### config.mk
export PLATFORM = sky130hd
export DESIGN_NAME = bcd_stopwatch_ctrl
export DESIGN_NICKNAME = d
export VERILOG_FILES = /design/src/rtl/bcd_stopwatch_ctrl.sv
export SDC_FILE = /design/constraint.sdc
export NUM_CORES = 1
export LEC_CHECK = 0
export BUFFER_PORTS_ARGS = -buffer_cell sky130_fd_sc_hd__buf_2
export CAP_MARGIN = 20
export CORE_ASPECT_RATIO = 1.1
export CORE_MARGIN = 5
export CORE_UTILIZATION = 43
export CTS_CLUSTER_SIZE = 25
export DETAILED_ROUTE_END_ITERATION = 10
export MAX_ROUTING_LAYER = met4
export SYNTH_ARGS = -nofsm -noshare
export SYNTH_HDL_FRONTEND = slang
export SYNTH_SLANG_ARGS = --single-unit
### constraint.sdc
create_clock -name clk -period 3.4 [get_ports clk]
set_input_delay 0.51 -clock clk [delete_from_list [all_inputs] [get_ports clk]]
set_output_delay 0.51 -clock clk [all_outputs]
set_load 0.01 [all_outputs]
### src/rtl/bcd_stopwatch_ctrl.sv
// ---------------------------------------------------------------------------
// bcd_stopwatch_ctrl
//
// Four-digit BCD stopwatch controller. A prescaler divides clk by TICK_DIV.
// Each prescaler wrap advances the BCD count by one. The count can be paused,
// resumed, cleared, lap-captured and stopped at a programmable BCD limit.
//
// Parameters
//   TICK_DIV    clk cycles per least-significant-digit increment (2..65535)
//
// Ports
//   clk         system clock, all state updates on posedge
//   rst         asynchronous active-low reset; release is synchronised to clk
//   start       level command: begin / resume counting
//   stop        level command: pause counting (wins over start)
//   clear       level command: back to IDLE with zero count (wins over all)
//   lap         level command: capture the current digits into lap_digits
//   limit[15:0] BCD target, [3:0] = units; 16'h0000 means no limit
//   digits      current BCD count, [3:0] = units
//   lap_digits  last captured count
//   running     high while the FSM is in RUN
//   done        high while the FSM is in DONE
// ---------------------------------------------------------------------------
module bcd_stopwatch_ctrl #(
    parameter int TICK_DIV = 10
) (
    input  logic        clk,
    input  logic        rst,
    input  logic        start,
    input  logic        stop,
    input  logic        clear,
    input  logic        lap,
    input  logic [15:0] limit,
    output logic [15:0] digits,
    output logic [15:0] lap_digits,
    output logic        running,
    output logic        done
);

    typedef enum logic [1:0] {
        IDLE  = 2'd0,
        RUN   = 2'd1,
        PAUSE = 2'd2,
        DONE  = 2'd3
    } state_t;

    localparam logic [15:0] TICK_LAST = 16'(TICK_DIV - 1);

    state_t      state_reg;
    logic [15:0] prescale_reg;
    logic [15:0] digits_reg;
    logic [15:0] lap_reg;
    logic        running_reg;
    logic        done_reg;

    // Reset bridge: assertion is immediate, release takes two clk edges so
    // the FSM never sees a reset edge that is close to a clock edge.
    logic [1:0]  rst_sync_reg;

    always_ff @(posedge clk or negedge rst) begin
        if (!rst) begin
            rst_sync_reg <= 2'b00;
        end else begin
            rst_sync_reg <= {rst_sync_reg[0], 1'b1};
        end
    end

    // Decimal ripple increment. A digit advances only when every digit
    // below it is 9; each digit wraps 9 -> 0, so 9999 wraps to 0000.
    logic [15:0] digits_next;
    logic [3:0]  carry;
    logic [3:0]  limit_nib_ok;

    assign carry[0] = 1'b1;

    generate
        for (genvar gi = 0; gi < 4; gi++) begin : g_digit
            logic [3:0] nib;
            assign nib = digits_reg[gi*4 +: 4];
            assign digits_next[gi*4 +: 4] =
                carry[gi] ? ((nib == 4'd9) ? 4'd0 : nib + 4'd1) : nib;
            // Limit nibbles above 9 can never be reached by a BCD count.
            assign limit_nib_ok[gi] = (limit[gi*4 +: 4] <= 4'd9);
            if (gi < 3) begin : g_carry
                assign carry[gi+1] = carry[gi] & (nib == 4'd9);
            end
        end
    endgenerate

    // Compared against the value the count is about to take, so a tick that
    // reaches the limit moves to DONE on the same edge.
    logic limit_hit;
    assign limit_hit = (limit != 16'h0000) && (&limit_nib_ok) &&
                       (digits_next == limit);

    always_ff @(posedge clk or negedge rst) begin
        if (!rst) begin
            state_reg    <= IDLE;
            prescale_reg <= 16'h0000;
            digits_reg   <= 16'h0000;
            lap_reg      <= 16'h0000;
            running_reg  <= 1'b0;
            done_reg     <= 1'b0;
        end else if (rst_sync_reg[1]) begin
            // Lap samples the pre-edge count, including on a clear edge.
            if (lap && (state_reg != IDLE)) begin
                lap_reg <= digits_reg;
            end

            if (clear) begin
                state_reg    <= IDLE;
                prescale_reg <= 16'h0000;
                digits_reg   <= 16'h0000;
                running_reg  <= 1'b0;
                done_reg     <= 1'b0;
            end else begin
                unique case (state_reg)
                    IDLE: begin
                        if (start && !stop) begin
                            state_reg   <= RUN;
                            running_reg <= 1'b1;
                        end
                    end
                    RUN: begin
                        if (stop) begin
                            // Prescaler keeps its value so the interrupted
                            // interval finishes after resume.
                            state_reg   <= PAUSE;
                            running_reg <= 1'b0;
                        end else if (prescale_reg == TICK_LAST) begin
                            prescale_reg <= 16'h0000;
                            digits_reg   <= digits_next;
                            if (limit_hit) begin
                                state_reg   <= DONE;
                                running_reg <= 1'b0;
                                done_reg    <= 1'b1;
                            end
                        end else begin
                            prescale_reg <= prescale_reg + 16'd1;
                        end
                    end
                    PAUSE: begin
                        if (start && !stop) begin
                            state_reg   <= RUN;
                            running_reg <= 1'b1;
                        end
                    end
                    DONE: begin
                        // Only clear or reset leaves DONE.
                    end
                    default: begin
                        state_reg   <= IDLE;
                        running_reg <= 1'b0;
                        done_reg    <= 1'b0;
                    end
                endcase
            end
        end
    end

    assign digits     = digits_reg;
    assign lap_digits = lap_reg;
    assign running    = running_reg;
    assign done       = done_reg;

endmodule

; After elaboration in Yosys (flattened, before gate mapping)
; Index checks and enable logic that the tools add are counted.
[word_totals]
regBits = 54
latch_bits = 0
ram_bits = 0
romBits = 0
input_bits = 22
output_inout_bits = 34
elab_cells = 81
n_memories = 0
[classes]
addsub = 5
mul = 0
n_div = 0
n_lt_le_gt_ge = 4
eq_ne = 12
shift = 0
n_mux = 32
bitwise_logic = 2
reduce_logical = 19
[ops]
columns = operator, count
row1 = 2-to-1 mux 16 bit, 8
row2 = 2-to-1 mux 4 bit, 7
row3 = "adder 16 x 1 -> 16 bit, second input constant", 1
row4 = "adder 4 x 1 -> 4 bit, second input constant", 4
row5 = equality test 16 bit, 1
row6 = "equality test 16 x 4 -> 1 bit, second input constant", 1
row7 = "equality test 4 bit, second input constant", 4
row8 = "less-or-equal comparator 4 bit, second input constant", 4
row9 = nonzero test 16 bit, 1
row10 = 2-to-1 mux 1 bit, 10
row11 = 2-to-1 mux 2 bit, 5
row12 = AND reduction 5 bit, 2
row13 = "!= test 4 bit, second input constant", 2
row14 = AND reduction 4 bit, 2
row15 = nonzero test 2 bit, 4
row16 = logical AND 1 bit, 4
row17 = case mux 2 bit (2 select lines), 1
row18 = "!= test 3 x 1 -> 1 bit, second input constant", 1
row19 = AND reduction 3 bit, 1
row20 = nonzero test 3 bit, 1
row21 = bitwise AND 1 bit, 2
row22 = "equality test 2 x 1 -> 1 bit, second input constant", 1
row23 = "equality test 2 bit, second input constant", 1
row24 = zero test 2 bit, 1
row25 = 5 further kinds, 5

; Longest topological paths before layout
[depth]
ltp_word = 11
ltp_mapped = 11

; Least setup slack after synthesis
; OpenSTA, ideal clock, no wires.
[synth_timing]
path_type = flip-flop to flip-flop
startpoint = reg digits_reg[8] (netlist: digits[8])
endpoint = reg running_reg (netlist: running)
arrival_time_ns = 2.157
slack_ns = 1.123
path_stages_with_launch = 10
n_path_buf = 1
synth_period_minus_slack_ns = 2.277
cell_sequence = dfrtp_1 ha_1 and3b_1 buf_2 nand3_4 a221o_1 xor2_1 nor3_2 nand4_2 a31o_1
[synth_between]
elab_chain_len = 7
elab_cells_between_ends = 10
cone_classes = 1 x add/sub / 3 x eq/ne / 3 x mux / 1 x bitwise / 2 x reduce/logical
[synth_lines]
columns = item, line_no
row1 = start: declaration, 51  ; logic [15:0] digits_reg;
row2 = start signal: assignment, 132  ; digits_reg <= digits_next;
row3 = adder 4 x 1 -> 4 bit / equality test 4 bit (equally long branches), "81, 85"
row4 = 2-to-1 mux 4 bit / bitwise AND 1 bit (equally long branches), "81, 85"
row5 = 2-to-1 mux 4 bit, 81  ; carry[gi] ? ((nib == 4'd9) ? 4'd0 : nib + 4'd1) : nib;
row6 = equality test 16 bit (*), 94  ; (digits_next == limit);
row7 = logical AND 1 bit (*), 93  ; assign limit_hit = (limit != 16'h0000) && (&limit_nib_ok) &&
row8 = != test 4 bit (no source line) (*), --
row9 = AND reduction 5 bit (no source line) (*), --
row10 = end signal: assignment, 102  ; running_reg <= 1'b0;
row11 = end signal: assignment, 114  ; running_reg <= 1'b0;
row12 = end signal: assignment, 121  ; running_reg <= 1'b1;
row13 = end: declaration, 53  ; logic running_reg;
; Mark *: on every way between the ends. The rest lies on a longest branch, timed or not.
; A chain may end at the register's enable or synchronous reset.

; Final worst setup path
[layout_timing]
startpoint = reg digits_reg[2] (netlist: digits[2])
endpoint = reg running_reg (netlist: running)
[layout_between]
elab_chain_len = 8
elab_cells_between_ends = 12
cone_classes = 1 x add/sub / 3 x eq/ne / 4 x mux / 2 x bitwise / 2 x reduce/logical
[layout_lines]
columns = item, line_no
row1 = equality test 4 bit, "81, 85"
row2 = bitwise AND 1 bit (2 in series), 85  ; assign carry[gi+1] = carry[gi] & (nib == 4'd9);
row3 = 2-to-1 mux 4 bit, 81
row4 = equality test 16 bit (*), 94
row5 = logical AND 1 bit (*), 93
row6 = != test 4 bit (no source line) (*), --
row7 = AND reduction 5 bit (no source line) (*), --
; Marked as above.

==> metrics.txt <==
postcts setup bufs=0; FF+latch area=1350 sq um; share of post-route cells with drive strength above 1=22.0%; vias in the first global route=2868; hold crit path type=primary input to async pin; area of the multi-input gates=around 1800 sq um; drt via density=between 5 and 6; die area=9390 sq um; Post-CTS Resized=0; crit path time final=2.66 ns; Layout area overhead=14.3%; outcome=finished, final reports clean; CP required=3.60 ns; Fmax=~380 MHz; area of the mapped netlist=3250 sq um; Worst VDD drop=roughly 0.27 mV; Setup Skew=0.00755 ns; initial core utilization=43.9%; Overflow after GRT=0; CTS HTree Levels=2; drt first pass iters=5; Synth cell types=64; io pins=56; Slew Limit Fails=0; DR WL/cell=between 15 and 20 um; period utilization=78.4%; Slew @ Worst Pin=0.731 ns; largest net degree at the start of global routing=40; number of synthesized register bits=54; Pwr Total=1.31 mW; Syn Inst Count=roughly 360; RSZ-0062 raised after global routing=false; crit end category=register; post-route ant nets=0; Clock Sinks=54; Post-Route Utilization=about 50%; Ys Warns=0; sequential element share of the synthesized area=between 40% and 50%; Post-synth EDFFs=0; DP HPWL=6110 um; synthesized area per cell=~9 sq um; syn nets=386; ys flop type=dfrtp_1; Max clock buf depth=2; ant diodes=0; Slew HR=50.8%; Worst-Skew Late Latency=0.30 ns; power density over the cells=between 300 and 400 nW/um^2; Leakage=1.70 nW; Die Ht=101 um; IO Port Bufs=55; # DRC=0; CTS tree=yes; Startpoint Class=register; setup violators final=0; worst-path fanout max=13; number of fillers in the final layout=698; Reg clk slew, reported paths=0.10 ns; vias=approximately 3000; 1st-iter DRT viols=206; setup TNS=0 ns; final wirelength=8450 um; initial antenna violation count=0; GRT Util Overall=18.9%; Hold Buf Count CTS=0; critical path class=register to register; Die Width=slightly above 90 um; critical path data arrival time=2.86 ns; Root Buffer=clkbuf_8; # rows=33; first-pass GRT wire length=14000 um; core area=7390 sq um; Max-Cap Viols=0; final hold slack=~0.11 ns; ys async rst share=100%; routability congestion estimate=0.953; CTS Buf Count=5; Fin. Hold Viols=0; Final #Nets=439
-- worst max-delay path, cell delays in order, from the launching register on --
cell and delay [ns]:
dfrtp_1 0.52, nand4bb_2 0.50, nor2_1 0.46, a31o_2 0.22
a221oi_1 0.07, nor4_1 0.33, nand4_2 0.21, a31o_1 0.26
-- where the power goes --
| group | total (mW) | internal, mW | switching, mW |
|---|---|---|---|
| registers | 0.694 | 0.667 | 0.0268 |
| logic | 0.175 | 0.0686 | 0.107 |
| clock network | 0.443 | 0.236 | 0.207 |
-- cells by family (layout without fill, tap and decap cells) --
kind of cell,count (synthesis),in the layout,synth area share (%)
other,1,1,0.115
DFF,54,54,41.6
buffers and inverters,22,75,2.93
and+or+nand+nor,145,145,24.3
AOI/OAI and AO/OA,93,93,18.1
muxes,13,13,4.43
adders and majority gates,8,8,3.08
xor gates and xnor gates,20,20,5.40
-- stage by stage --
stage	setup slack [ns]	cell area [sq um]	instances
CTS	0.768	3710	496
finish	0.735	3710	496
detailed placement	0.764	3600	489
floorplan	1.12	3250	356
global placement	0.843	3600	489
global route	0.591	3710	496
-- placed cells by master (no fill, tap or decap), drive strengths merged, types with 8 or more instances in the layout --
cell / count
a21oi: 12
mux2: 11
nand2: 45
nand4: 9
inv: 9
o21ai: 41
nor4: 11
xor2: 15
ha: 8
nor2: 25
nand3: 11
dfrtp: 54
buf: 59
o31ai: 9
-- worst paths after layout --
path	startpoint	endpoint	slack, ns	cells after the start
min in group clk	rst_sync_reg[0]	rst_sync_reg[1]	0.35	0
hold reg to reg	rst_sync_reg[0]	rst_sync_reg[1]	0.35	0
setup reg to reg	digits[2]	running	0.74	7
hold / removal	rst	digits[14]	0.11	1
setup / recovery	digits[2]	running	0.74	7
max in group asynchronous	rst	digits[0]	2.47	2
-- layout make-up --
cell class,instances,share of cell area (%)
clock buffer,6,2.22
clock inverter,1,0.809
inverter,9,0.910
multi-input combinational,280,48.5
sequential,54,36.4
tap,87,2.93
timing repair buffer,59,8.22
-- layer usage --
layer	share of wire, %	wire [um]	track usage, %
met4	1.3	114	5.86
met2	48	4030	31.0
met5	0	0	-
met1	46	3860	24.2
met3	5.3	448	2.97
-- synthesized netlist by cell type (2+ instances only) --
master / n / share of area [%]
ha_1: 8 / 3.1
nand2b_1: 3 / 0.58
a21boi_0: 2 / 0.46
a21oi_1: 12 / 1.8
clkbuf_1: 8 / 0.92
or2_2: 3 / 0.58
nand4_1: 8 / 1.5
nor2_1: 25 / 2.9
xnor2_1: 5 / 1.3
a31oi_1: 5 / 0.96
o21ai_0: 40 / 6.2
and3_1: 3 / 0.58
nor4_1: 11 / 2.1
o31ai_1: 8 / 1.8
nor2b_1: 5 / 0.96
o21a_1: 2 / 0.46
nand3b_1: 5 / 1.2
dfrtp_1: 54 / 42
mux2_2: 11 / 3.8
nand2_1: 45 / 5.2
inv_1: 9 / 1.0
o41ai_1: 3 / 0.81
nand3_1: 10 / 1.5
buf_2: 4 / 0.62
or3_1: 3 / 0.58
and3b_1: 2 / 0.54
mux2i_1: 2 / 0.62
xor2_1: 15 / 4.0
nor3_1: 5 / 0.77
nor3b_1: 4 / 0.92
o211ai_1: 3 / 0.69
Note: power is estimated with default switching activity, not from simulation.
